$ cat src/rtl/pipe_ctrl_pkg.sv
// Shared types and constants for the pipeline control block.
package pipe_ctrl_pkg;

  localparam int unsigned CNT_W_DEFAULT = 16;
  localparam int unsigned STATE_W       = 2;
  localparam int unsigned CTRL_W        = 9;

  typedef enum logic [STATE_W-1:0] {
    ST_RUN     = 2'd0,
    ST_MEMWAIT = 2'd1,
    ST_MDBUSY  = 2'd2,
    ST_TRAP    = 2'd3
  } state_e;

  // Per-cycle pipeline control word: stage enables, bubble requests, trap redirect.
  typedef struct packed {
    logic en_pc;
    logic en_ifid;
    logic en_idex;
    logic en_exmem;
    logic en_memwb;
    logic flush_ifid;
    logic flush_idex;
    logic flush_exmem;
    logic redirect_trap;
  } ctrl_t;

  // Everything advances, nothing is bubbled.
  localparam ctrl_t CTRL_PASS   = ctrl_t'(9'b11111_000_0);
  // Whole pipeline holds.
  localparam ctrl_t CTRL_FREEZE = ctrl_t'(9'b00000_000_0);

  // Front end held while a mul/div occupies EX; EX/MEM receives a bubble.
  function automatic ctrl_t ctrl_md_hold();
    ctrl_t c;
    c             = CTRL_PASS;
    c.en_pc       = 1'b0;
    c.en_ifid     = 1'b0;
    c.en_idex     = 1'b0;
    c.flush_exmem = 1'b1;
    return c;
  endfunction

endpackage

$ cat src/rtl/pipe_ctrl_sat_counter.sv
// Saturating up-counter: counts i_inc cycles, sticks at all-ones.
module sat_counter #(
  parameter int unsigned W = 16
) (
  input  logic         clk,
  input  logic         rst,
  input  logic         i_inc,
  output logic [W-1:0] o_count
);

  logic [W-1:0] r_count;
  logic         w_at_max;

  assign w_at_max = (r_count == {W{1'b1}});

  // Count up on request, clear on reset, hold once full.
  always_ff @(posedge clk) begin
    if (rst) begin
      r_count <= '0;
    end else if (i_inc && !w_at_max) begin
      r_count <= r_count + W'(1);
    end
  end

  assign o_count = r_count;

endmodule

$ cat src/rtl/pipe_ctrl.sv
// Pipeline stall/flush controller: resolves hazard, memory, mul/div and trap
// requests into stage enables and bubbles, and counts front-end stall cycles.
module pipe_ctrl
  import pipe_ctrl_pkg::*;
#(
  parameter int unsigned CNT_W = CNT_W_DEFAULT
) (
  input  logic             clk,
  input  logic             rst,
  input  logic             hz_stall,
  input  logic             hz_flush_ifid,
  input  logic             hz_flush_idex,
  input  logic             imem_ready,
  input  logic             dmem_req_MEM,
  input  logic             dmem_ready,
  input  logic             md_start_EX,
  input  logic             md_done,
  input  logic             trap_req,
  output logic             en_PC,
  output logic             en_IFID,
  output logic             en_IDEX,
  output logic             en_EXMEM,
  output logic             en_MEMWB,
  output logic             flush_IFID,
  output logic             flush_IDEX,
  output logic             flush_EXMEM,
  output logic             redirect_trap,
  output logic [STATE_W-1:0] state,
  output logic [CNT_W-1:0] stall_cnt
);

  state_e r_state;
  state_e w_state_nxt;
  ctrl_t  w_ctrl;
  logic   w_md_stall;
  logic   w_dmem_wait;

  // A mul/div that finishes in the same cycle it enters EX causes no stall.
  assign w_md_stall  = md_start_EX && !md_done;
  assign w_dmem_wait = dmem_req_MEM && !dmem_ready;

  // State register.
  always_ff @(posedge clk) begin
    if (rst) begin
      r_state <= ST_RUN;
    end else begin
      r_state <= w_state_nxt;
    end
  end

  // Next-state and control decode; reset forces everything quiet.
  always_comb begin
    w_state_nxt = r_state;
    w_ctrl      = CTRL_PASS;

    unique case (r_state)
      ST_RUN: begin
        if (trap_req) begin
          w_ctrl.en_memwb      = 1'b0;
          w_ctrl.flush_ifid    = 1'b1;
          w_ctrl.flush_idex    = 1'b1;
          w_ctrl.flush_exmem   = 1'b1;
          w_ctrl.redirect_trap = 1'b1;
          w_state_nxt          = ST_TRAP;
        end else if (w_dmem_wait) begin
          w_ctrl      = CTRL_FREEZE;
          w_state_nxt = ST_MEMWAIT;
        end else if (w_md_stall) begin
          w_ctrl      = ctrl_md_hold();
          w_state_nxt = ST_MDBUSY;
        end else if (hz_stall) begin
          // Fetch is frozen here, so a pending IF/ID flush is not applied.
          w_ctrl.en_pc      = 1'b0;
          w_ctrl.en_ifid    = 1'b0;
          w_ctrl.flush_idex = hz_flush_idex;
        end else begin
          w_ctrl.en_pc      = imem_ready;
          w_ctrl.flush_ifid = !imem_ready || hz_flush_ifid;
        end
      end
      ST_MEMWAIT: begin
        if (!dmem_ready) begin
          w_ctrl = CTRL_FREEZE;
        end else begin
          w_state_nxt = ST_RUN;
        end
      end
      ST_MDBUSY: begin
        if (!md_done) begin
          w_ctrl = ctrl_md_hold();
        end else begin
          w_state_nxt = ST_RUN;
        end
      end
      ST_TRAP: begin
        w_state_nxt = ST_RUN;
      end
      default: begin
        w_state_nxt = ST_RUN;
      end
    endcase

    if (rst) begin
      w_ctrl      = CTRL_FREEZE;
      w_state_nxt = ST_RUN;
    end
  end

  assign en_PC         = w_ctrl.en_pc;
  assign en_IFID       = w_ctrl.en_ifid;
  assign en_IDEX       = w_ctrl.en_idex;
  assign en_EXMEM      = w_ctrl.en_exmem;
  assign en_MEMWB      = w_ctrl.en_memwb;
  assign flush_IFID    = w_ctrl.flush_ifid;
  assign flush_IDEX    = w_ctrl.flush_idex;
  assign flush_EXMEM   = w_ctrl.flush_exmem;
  assign redirect_trap = w_ctrl.redirect_trap;
  assign state         = r_state;

  sat_counter #(
    .W (CNT_W)
  ) u_stall_cnt (
    .clk     (clk),
    .rst     (rst),
    .i_inc   (!w_ctrl.en_pc),
    .o_count (stall_cnt)
  );

endmodule

$ cat config.mk
export PLATFORM = sky130hd
export DESIGN_NAME = pipe_ctrl
export DESIGN_NICKNAME = d
export VERILOG_FILES = /design/src/rtl/pipe_ctrl_pkg.sv /design/src/rtl/pipe_ctrl_sat_counter.sv /design/src/rtl/pipe_ctrl.sv
export SDC_FILE = /design/constraint.sdc
export NUM_CORES = 1
export LEC_CHECK = 0
export BUFFER_PORTS_ARGS = -buffer_cell sky130_fd_sc_hd__clkbuf_2
export CORE_ASPECT_RATIO = 2
export CORE_MARGIN = 2
export CORE_UTILIZATION = 30
export DETAILED_ROUTE_END_ITERATION = 10
export PLACE_DENSITY = 0.53
export SYNTH_ARGS = -nofsm -noshare
export SYNTH_HDL_FRONTEND = slang
export SYNTH_HIERARCHICAL = 1
export SYNTH_SLANG_ARGS = --single-unit
$ cat constraint.sdc
create_clock -name clk -period 3.25 [get_ports clk]
set_input_delay 0.65 -clock clk [delete_from_list [all_inputs] [get_ports clk]]
set_output_delay 0.65 -clock clk [all_outputs]
set_load 0.05 [all_outputs]
; ---- Word-level counts from Yosys, hierarchy flattened
; Index checks and enable logic that the tools add are counted.
; W data, S select, Z words.
[word_totals]
regBits = 18
in_bits = 11
wordCells = 42
[op_classes]
add_sub_neg = 1
eq_ne = 7
n_reduce_logical = 11
muxes = 21
[ops]
columns = cell, count
row1 = $mux W9, 4
row2 = $pmux W9 S3, 1
row3 = $add A16 B1 Y16 const B, 1
row4 = $eq A16 B16 Y1 const B, 1
row5 = $mux W2, 8
row6 = $pmux W2 S4, 1
row7 = $logic_not A1 Y1, 5
row8 = $mux W5, 1
row9 = $eq A2 B2 Y1 const B, 2
row10 = $mux W1, 4
row11 = $mux W4, 1
row12 = $ne A2 B2 Y1 const B, 2
row13 = $ne A4 B4 Y1 const B, 1
row14 = $logic_and A1 B1 Y1, 3
row15 = $mux W3, 1
row16 = $reduce_and A3 Y1, 1
row17 = $eq A2 B1 Y1 const B, 1
row18 = $logic_not A2 Y1, 1
row19 = $logic_or A1 B1 Y1, 1

; ---- Logic depth before layout (Yosys ltp)
; Gate-level depths: netlist of run 1.
[logic_depth]
ltp_word = 10
depth_mapped = 9
ltp_nobuf = 7

; ---- Hierarchy
; The synthesis of run 1 kept the hierarchy.
[modules_own_cells]
columns = module, area_each_um2, seq_area_each_um2, n_inst, cells_per_inst
row1 = sat_counter, 833.3, 320.3, 1, 96
row2 = pipe_ctrl, 285.3, 40.0, 1, 38

; ---- Least setup slack after synthesis of run 1
; Ideal clock, no wire load.
[synth_timing]
path_type = input to output
startpoint = in md_start_EX
endpoint = out flush_EXMEM
stages = 3
slack_ns = -0.779
arrival_time_ns = 3.379
n_path_buf = 0
cell_sequence = nor2b_2 > a211oi_1 > a2111oi_0
[synth_via]
elab_chain_len = 6
[synth_lines]
columns = item, line_no
row1 = from (decl), pipe_ctrl.sv:16  ; input logic md_start_EX,
row2 = $logic_and A1 B1 Y1, pipe_ctrl.sv:39  ; assign w_md_stall = md_start_EX && !md_done;
row3 = $mux W2, pipe_ctrl.sv:68  ; end else if (w_md_stall) begin
row4 = $mux W9, pipe_ctrl.sv:65  ; end else if (w_dmem_wait) begin
row5 = $mux W5, pipe_ctrl.sv:58  ; if (trap_req) begin
row6 = $pmux W9 S3, pipe_ctrl.sv:56  ; unique case (r_state)
row7 = $mux W9, pipe_ctrl.sv:103  ; if (rst) begin
row8 = to (decl), pipe_ctrl.sv:26  ; output logic flush_EXMEM,
; No other way between the ends.

; ---- Final worst setup path of run 1
[layout_timing]
startpoint = reg r_state[0] (netlist: state[0])
endpoint = reg u_stall_cnt.r_count[15] (netlist: u_stall_cnt/o_count[15])
[layout_via]
elab_chain_len = 5
[layout_lines]
columns = item, line_no
row1 = from (decl), pipe_ctrl.sv:32  ; state_e r_state;
row2 = from (signal assigned), pipe_ctrl.sv:47  ; r_state <= w_state_nxt;
row3 = $eq A2 B2 Y1 (tied with other cells), pipe_ctrl.sv:56
row4 = $pmux W9 S3 (*), pipe_ctrl.sv:56
row5 = $mux W9 (*), pipe_ctrl.sv:103
row6 = $logic_not A1 Y1 (*), pipe_ctrl.sv:125  ; .i_inc (!w_ctrl.en_pc),
row7 = $logic_and A1 B1 Y1 (*), pipe_ctrl_sat_counter.sv:20  ; end else if (i_inc && !w_at_max) begin
row8 = to (signal assigned), pipe_ctrl_sat_counter.sv:21  ; r_count <= r_count + W'(1);
row9 = to (decl), pipe_ctrl_sat_counter.sv:11  ; logic [W-1:0] r_count;
; Every way passes the cells marked *; elsewhere a longest branch is shown, timed or not.
; A chain may end at the register's enable or synchronous reset.

==> impl_metrics.yaml, run 1 <==
status:
  status: "completed"
clock_network:
  hold_buffers: 0
  root_buffer: "clkbuf_8"
  cts_tree: "done"
  ctsResizeCount: 0
  clock-sinks: 18
  clockBufferDepth: 2
  numCtsBuffers: 3
  clk_pin_slew_worst_paths_ps: 60
  clk_latency_ps: 250
  cts-htree-levels: 1
  cts_setup_buffers: 0
synth:
  syn_area_sq_um: 1120
  synth_area_leaders: "dfxtp_1 32%, a21oi_1 4.5%, nor2_1 4.4%"
  synth_ff_type: "dfxtp_1"
  synth_fp_nets: 146
  yosys.cell_types.count: 44
  synthAdderAreaFrac_pct: 1.12
  synth_cells: 134
  seq_area_frac_synth_pct: 32.2
  async_flop_share_pct: 0
  muxShareOfSynthArea_pct: 3.80
  synth_edf_count: 0
  synth_top_family_by_area: "simple AND/OR/NAND/NOR gates"
  synth-compound-area-share_pct: 20.5
  synth_seq_cells: 18
  yosys.area.top_type_share_pct: 32.2
  synthSimpleGateAreaFrac_pct: 35.5
  yosys_warnings: 6
  synth_xor_area_share_pct: 2.35
  yosys.area.top_type: "dfxtp_1"
  syn_avg_cell_area_sq_um: 8.35
worst_setup_path:
  required_ps: 3400
  path_class: "reg -> reg"
  reg2reg_from: "state[0]$_SDFFE_PP0P_"
  startpoint: "state[0]$_SDFFE_PP0P_"
  crit_chain: "nor3b_1 -> a311oi_1 -> a21oi_1 -> nand2_1 -> or3_1 -> nor4_1 -> mux2_2"
  max_stage_delay_ps: 480
  arrival_ps: 2770
  crit_fanout: 9
  worstSetupEndpointType: "flip-flop"
  cp_slowest_cell: "dfxtp_1"
  start_kind: "flip-flop"
die:
  core-area_sq_um: 3610
  dieArea_sq_um: 4260
  fp.dieH_microns: 90.4
  rows: 31
  start_util_pct: 31.0
  die_x_microns: 47.2
  num_io_pins: 38
placed_design:
  finalWeightedCongestion: 0.804
  portBuffers: 37
  dp_cells: 217
  hpwl_microns: 2340
power:
  vdd_drop_max_v: 0.000197
  powerDensity_nw_per_um2: 402
  p_clk_share_pct: 27.8
  leakage_nw: 0.548
  sw_frac_of_total_pct: 35.9
  power_frac_seq_pct: 43.6
  p_comb_share_pct: 28.6
  power_switching_uw: 200
  intPower_uw: 356
final_layout:
  final_layout_size_suffix_gt1_share_pct: 31.6
  n_antenna_cell: 0
  final_common_cell: "clkbuf_2"
  nets: 185
  final_cell_mix: "37 x clkbuf_2, 18 x dfxtp_1, 13 x nor2_1"
  fin_util_pct: 38.4
  syn2layout_area_growth_pct: 23.7
  fin_cells: 220
timing:
  hold_viol: 0
  drv_slew: 0
  worstMarginPinSlew_ps: 859
  period_needed_ps: 2620
  post-route-period-util_pct: 80.8
  finalSetupViolations: 0
  rsz0062_at_grt: "false"
  max_slew_margin_pct: 42.2
  skew_ps: 2.31
  max_freq_mhz: 381
  tns_ps: 0
  fin_hold_ws_ps: 525
global_route:
  antenna_found_initial: 0
  grt_max_degree: 25
  grt_util_all_layers_pct: 15.7
  gr-total-overflow: 0
  grt_pass1_vias: 1131
  grt_pass1_wl_microns: 5040
detailed_routing:
  drt_iter0_markers: 28
  routed-via-count: 1159
  wire_per_inst_microns: 13.3
  drc: 0
  routed_via_density: 5.27
  ant_nets: 0
  first_pass_iters: 4
  drt_wl_total_microns: 2930
job:
  cap_violations: 0
min_path:
  min_path_type: "reg -> reg"
  min-delay-start: "u_stall_cnt/o_count[11]$_SDFFE_PP0P_"
-- cell usage after synthesis (2+ instances only) --
cell        n
and2b_2     2
dfxtp_1    18
a2111oi_0   3
nand2_1    10
nor3_1      3
nand2b_1    3
a21oi_1    10
xnor2_1     2
nor3b_1     2
o21ai_0     2
nor2_1     13
or3_1       2
mux2_2      2
o31ai_1     4
and4_1      3
nand4_1     5
a211oi_1    2
nand3_1     7
or3_4       2
nor2b_1     4
or4_1       4
mux2i_1     2
a21o_1      2
nor4_1      4
inv_1       4
-- critical path: cells and delay by family, from the launching register on --
kind            cells  cell delay [ps]
compound gates      2              530
simple gates        4             1140
flops               1              480
mux                 1              370
-- routing by layer --
metal | part of all wire, % | vias up | track usage [%]
met3 | 5.0 | 5 | 2.20
met2 | 54 | 38 | 27.9
met1 | 38 | 530 | 16.9
li1 | - | 586 | -
met4 | 2.1 | 0 | 7.18
met5 | 0 | - | 0
-- flip-flops by register name (all words and copies together), names as in the netlist --
register and flops:
state 2, u_stall_cnt/o_count 16
-- cell type report --
class | instances | area [sq um]
clock buffer | 3 | 41.3
fill | 393 | 2220
inverter | 4 | 15.0
multi-input combinational | 108 | 713
sequential | 18 | 360
tap | 49 | 61.3
timing repair buffer | 38 | 193
-- cell families after synthesis --
kind of cell,Yosys count
AOI/OAI and AO/OA,32
xor gates and xnor gates,3
adders and majority gates,1
buffers and inverters,8
DFF,18
muxes,4
and+or+nand+nor,68
-- per-stage QoR --
| step | area (sq um) | setup WS (ps) | total power [mW] |
|---|---|---|---|
| 5_1_grt | 1380 | 396 | 0.586 |
| 2_1_floorplan | 1120 | 487 | 0.370 |
| 6_report | 1380 | 625 | 0.556 |
| 3_5_place_dp | 1340 | 381 | 0.408 |
| 4_1_cts | 1380 | 620 | 0.565 |
| 3_3_place_gp | 1340 | 449 | 0.406 |
-- power groups by stage --
| stage | clock [mW] | sequential, mW | combinational [mW] |
|---|---|---|---|
| after floorplan | 0 | 0.272 | 0.0981 |
| after global placement | 0 | 0.247 | 0.159 |
| after detailed placement | 0 | 0.248 | 0.160 |
| after CTS | 0.161 | 0.243 | 0.161 |
| after global routing | 0.170 | 0.245 | 0.171 |
| final | 0.154 | 0.243 | 0.159 |
-- final timing paths --
check | end | slack, ps | cells past startpoint
setup / recovery | u_stall_cnt/o_count[15]$_SDFFE_PP0P_ | 630 | 7
hold / removal | u_stall_cnt/o_count[11]$_SDFFE_PP0P_ | 530 | 1
setup reg to reg | u_stall_cnt/o_count[15]$_SDFFE_PP0P_ | 630 | 7
hold reg to reg | u_stall_cnt/o_count[11]$_SDFFE_PP0P_ | 530 | 1
No activity file was read; power rests on OpenSTA's default activity.
==> run 2: changes to the inputs <==
Settings changed: ABC_AREA set to 1, PLACE_DENSITY 0.53 to 0.54.
Clock period 3.25 ns to 2.1 ns, I/O delays scaled along.
==> run 2 against run 1 <==
Worst hold slack got worse by 20 ps. Design area increased by 12%. Sequential cell count unchanged. Clock skew increased by 0.97 ps. Power increased by 62%. Critical path type is now reg -> out. Largest power group unchanged. Highest routed layer unchanged.
==> impl_metrics.yaml, run 2 <==
die:
  rows: 33
  num_io_pins: 38
  core-area_sq_um: 4090
  die_x_microns: 50.1
  fp.dieH_microns: 96.2
  start_util_pct: 31.2
  dieArea_sq_um: 4820
final_layout:
  seqCellArea_sq_um: 363
  n_antenna_cell: 0
  nets: 250
  final_common_cell: "nor2_1"
  fill_cells: 488
  syn2layout_area_growth_pct: 21.9
  multi_input_area_sq_um: 810
  largest_reg_flops: 16
  final_layout_size_suffix_gt1_share_pct: 29.2
  final_cell_mix: "47 x nor2_1, 39 x nand2_1, 37 x clkbuf_2"
  stdcell_area_sq_um: 1550
clock_network:
  clockBufferDepth: 2
  clk_latency_ps: 250
  numCtsBuffers: 3
  cts_setup_buffers: 0
  hold_buffers: 0
  root_buffer: "clkbuf_8"
  ctsResizeCount: 0
  clock-sinks: 18
  cts-htree-levels: 1
  cts_tree: "done"
  clk_pin_slew_worst_paths_ps: 70
power:
  powerDensity_nw_per_um2: 579
  leakage_nw: 0.712
  vdd_drop_max_v: 0.000327
global_route:
  gr-total-overflow: 0
  antenna_found_initial: 0
  grt_pass1_wl_microns: 5510
  grt_pass1_vias: 1259
  grt_max_degree: 16
  grt_util_all_layers_pct: 15.0
placed_design:
  pre_cts_slack_ps: 161
  portBuffers: 37
  finalWeightedCongestion: 0.769
  placed_area_sq_um: 1510
  hpwl_microns: 2740
worst_setup_path:
  timing.reg2reg.setup_slack_ps: 250
  r2r_cells: 11
  reg2reg_from: "state[1]$_SDFFE_PP0P_"
  worstSetupEndpointType: "primary output"
  startpoint: "state[0]$_SDFFE_PP0P_"
  required_ps: 1680
  r2r_end: "u_stall_cnt/o_count[14]$_SDFFE_PP0P_"
  crit_fanout: 8
  critPathCapture: "flush_EXMEM"
  arrival_ps: 1460
  start_kind: "flip-flop"
  path_class: "reg -> out"
timing:
  max_slew_margin_pct: 67.3
  hold_viol: 0
  drv_slew: 0
  fin_hold_ws_ps: 505
  finalSetupViolations: 0
  period_needed_ps: 1880
  skew_ps: 3.28
  worstMarginPinSlew_ps: 490
  tns_ps: 0
  worst_slack_ps: 216
  rsz0062_at_grt: "false"
  post-route-period-util_pct: 89.7
  max_freq_mhz: 531
detailed_routing:
  routed-via-count: 1317
  drt_wl_total_microns: 3350
  routed_via_density: 4.57
  drc: 0
  wire_per_inst_microns: 11.6
  ant_nets: 0
  drt_iter0_markers: 36
  first_pass_iters: 4
synth:
  synth_area_leaders: "dfxtp_1 28%, nor2_1 14%, nand2_1 11%"
  ys_top_cells_by_count: "47 x nor2_1, 39 x nand2_1, 21 x inv_1"
  seq_area_frac_synth_pct: 28.3
  synth_edf_count: 0
  yosys.cell_types.count: 27
  synth_cells: 198
  synth_fp_nets: 210
  syn_avg_cell_area_sq_um: 6.44
  syn_area_sq_um: 1270
  yosys_warnings: 6
  synth.most_common_cell: "nor2_1"
  async_flop_share_pct: 0
  yosys.area.top_type: "dfxtp_1"
  yosys.area.top_type_share_pct: 28.3
  synth_ff_type: "dfxtp_1"
  synth_seq_cells: 18
job:
  cap_violations: 0
status:
  status: "completed"
min_path:
  min_path_type: "in -> reg"
==> run 2: changes by cell type in the layout (fill, tap and decap cells not counted), moves of 7 or more <==
cell	previous run	this run
inv_1	4	21
nand2_2	0	7
nand3_1	7	16
nand2_1	10	39
nor2_4	0	7
nor2_1	13	47
==> run 2: kinds of logic (layout without fill, tap and decap cells) <==
logic type | count (synthesis) | count (layout) | synth area share [%]
simple gates | 129 | 129 | 51.5
compound gates | 25 | 25 | 11.0
buf+inv | 25 | 63 | 8.24
flops | 18 | 18 | 28.3
fa+ha+maj | 1 | 1 | 0.981
==> run 2: power by group <==
part | switching, mW | internal [mW]
Clock | 0.111 | 0.127
Combinational | 0.210 | 0.0740
Sequential | 0.0215 | 0.355
==> run 2: metrics by stage <==
| stage | total power [mW] | std cells | util (%) |
|---|---|---|---|
| final | 0.899 | 288 | 38.0 |
| after global placement | 0.671 | 285 | 37.0 |
| after global routing | 0.961 | 288 | 38.0 |
| after detailed placement | 0.671 | 285 | 37.0 |
| after CTS | 0.921 | 288 | 38.0 |
| after floorplan | 0.601 | 198 | - |
==> run 2: worst max-delay path, stage by stage, from the launching register on <==
cell	delay, ps
dfxtp_2	370
nor2_4	210
nand2_1	110
nor2_1	90
nor2_1	60
nor2_1	80
clkbuf_2	280
==> run 2: final cells by class <==
| type | instances | share of cell area (%) |
|---|---|---|
| clock buffers | 3 | 2.66 |
| well taps | 52 | 4.19 |
| repair buffers | 38 | 12.4 |
| inverters | 22 | 5.31 |
| multi-input cells | 155 | 52.1 |
| flip-flops and latches | 18 | 23.3 |
==> run 2: worst min-delay path by stage <==
| stage | slack [ps] | cells past startpoint | to | from |
|---|---|---|---|---|
| after floorplan | 480 | 1 | u_stall_cnt/o_count[11]$_SDFFE_PP0P_ | rst |
| after global placement | 530 | 2 | u_stall_cnt/o_count[8]$_SDFFE_PP0P_ | u_stall_cnt/o_count[8]$_SDFFE_PP0P_ |
| after detailed placement | 520 | 2 | u_stall_cnt/o_count[15]$_SDFFE_PP0P_ | u_stall_cnt/o_count[15]$_SDFFE_PP0P_ |
| after CTS | 500 | 2 | u_stall_cnt/o_count[11]$_SDFFE_PP0P_ | rst |
| after global routing | 530 | 2 | u_stall_cnt/o_count[11]$_SDFFE_PP0P_ | rst |
| final | 510 | 2 | u_stall_cnt/o_count[11]$_SDFFE_PP0P_ | rst |
==> run 2: per-layer routing <==
metal	global-route usage (%)	vias up	wire (microns)
met5	0	-	0
met4	6.94	0	63
met3	1.71	6	145
met2	30.7	35	1910
met1	13.9	570	1220
li1	-	706	-
==> run 3: changes to the inputs <==
Settings changed: CORE_UTILIZATION 30 to 45, PLACE_DENSITY 0.54 to 0.75.
==> run 3 against run 2 <==
Sequential cell count is the same. Cell count shrank 7.6%. Utilization grew 18 points. Fmax grew 0.72%. Via count grew 2.1%. Non-clock buffer count is the same. Sequential power is essentially flat. Count of clock-buffer cells in the layout grew 1. Setup slack gained 13 ps. Largest power group unchanged.
==> impl_metrics.yaml, run 3 (synthesized netlist as in run 2, its figures left out) <==
clock_network:
  ctsResizeCount: 0
  numCtsBuffers: 3
  clk_pin_slew_worst_paths_ps: 70
  clockBufferDepth: 2
  clock-sinks: 18
  cts_tree: "done"
  hold_buffers: 0
  root_buffer: "clkbuf_8"
  cts-htree-levels: 1
  clk_latency_ps: 250
  cts_setup_buffers: 0
final_layout:
  fill_cells: 306
  syn2layout_area_growth_pct: 20.7
  final_layout_size_suffix_gt1_share_pct: 29.5
  fin_cells: 266
  n_antenna_cell: 0
  multi_input_area_sq_um: 810
  nets: 250
  fin_util_pct: 56.2
  largest_reg_flops: 16
  seqCellArea_sq_um: 363
  final_cell_mix: "47 x nor2_1, 39 x nand2_1, 37 x clkbuf_2"
  final_common_cell: "nor2_1"
die:
  num_io_pins: 38
  dieArea_sq_um: 3300
  rows: 27
  core-area_sq_um: 2740
  fp.dieH_microns: 79.3
  die_x_microns: 41.6
  start_util_pct: 46.6
global_route:
  antenna_found_initial: 0
  grt_pass1_vias: 1277
  grt_pass1_wl_microns: 5230
  grt_util_all_layers_pct: 20.0
  grt_max_degree: 16
  gr-total-overflow: 0
worst_setup_path:
  max_stage_delay_ps: 370
  crit_fanout: 8
  start_kind: "flip-flop"
  required_ps: 1680
  cp_common_cell: "nor2_1"
  crit_chain: "nor2_4 -> nand2_1 -> nor2_1 -> nor2_1 -> nor2_1 -> clkbuf_2"
  worstSetupEndpointType: "primary output"
  cp_slowest_cell: "dfxtp_2"
  path_class: "reg -> out"
  crit_cells: 6
  timing.reg2reg.setup_slack_ps: 290
  path_buf_inv: 1
  arrival_ps: 1450
  r2r_cells: 11
  crit_family: "simple AND/OR/NAND/NOR gates"
timing:
  post-route-period-util_pct: 89.1
  drv_slew: 0
  fin_hold_ws_ps: 500
  tns_ps: 0
  period_needed_ps: 1870
  hold_viol: 0
  worst_slack_ps: 229
  worstMarginPinSlew_ps: 460
  max_freq_mhz: 535
  skew_ps: 1.51
  finalSetupViolations: 0
  max_slew_margin_pct: 69.3
  rsz0062_at_grt: "false"
placed_design:
  hpwl_microns: 2400
  portBuffers: 37
  dp_cells: 262
  pre_cts_slack_ps: 170
  finalWeightedCongestion: 0.876
detailed_routing:
  routed_via_density: 5.06
  routed-via-count: 1345
  drt_wl_total_microns: 2990
  drc: 0
  drt_iter0_markers: 19
  wire_per_inst_microns: 11.2
  ant_nets: 0
  first_pass_iters: 4
job:
  cap_violations: 0
min_path:
  min_path_cells: 2
  min_path_type: "in -> reg"
power:
  leakage_nw: 0.719
  vdd_drop_max_v: 0.000342
  powerDensity_nw_per_um2: 612
status:
  status: "completed"
==> run 3: report_power, final <==
part | switching [mW] | internal [mW] | leakage, nW | total (mW)
combinational | 0.209 | 0.0741 | 0.544 | 0.283
sequential | 0.0199 | 0.355 | 0.147 | 0.375
clock | 0.117 | 0.166 | 0.0288 | 0.284
total | 0.346 | 0.595 | 0.719 | 0.942
==> run 3: layout make-up <==
class	instances	area share, %
clock buffers	4	3.58
well taps	29	2.36
repair buffers	38	12.5
multi-input cells	155	52.6
flip-flops and latches	18	23.6
inverters	22	5.37
==> run 3: worst register-to-register path, cell delays in order (launching register included) <==
cell and delay [ps]:
dfxtp_2 410, inv_1 80, nand3_1 130, nand3_4 100, o21bai_1 230, inv_2 90, nor2_4 160, nand2_1 130
nor2_1 190, nand3_1 90, nand2_1 70, nor2_1 40
==> run 3: metrics by stage <==
stage / cell area, sq um / power [mW]
final: 1540 / 0.942
after global routing: 1540 / 0.988
after CTS: 1540 / 0.957
after detailed placement: 1480 / 0.668
after global placement: 1480 / 0.666
after floorplan: 1280 / 0.601
==> run 3: path summary, 6_finish.rpt <==
| path | from | endpoint |
|---|---|---|
| hold / removal | rst | u_stall_cnt/o_count[11]$_SDFFE_PP0P_ |
| setup / recovery | state[0]$_SDFFE_PP0P_ | flush_EXMEM |
| hold reg to reg | u_stall_cnt/o_count[7]$_SDFFE_PP0P_ | u_stall_cnt/o_count[7]$_SDFFE_PP0P_ |
| setup reg to reg | state[1]$_SDFFE_PP0P_ | u_stall_cnt/o_count[14]$_SDFFE_PP0P_ |
==> run 3: metal layers <==
layer / up-vias / wire length, microns / share of wire, % / global-route usage, %
met1: 595 / 1110 / 37 / 19.5
met3: 4 / 105 / 3.5 / 1.82
met5: - / 0 / 0 / 0
met4: 0 / 49 / 1.6 / 8.71
li1: 713 / - / - / -
met2: 33 / 1720 / 58 / 40.2
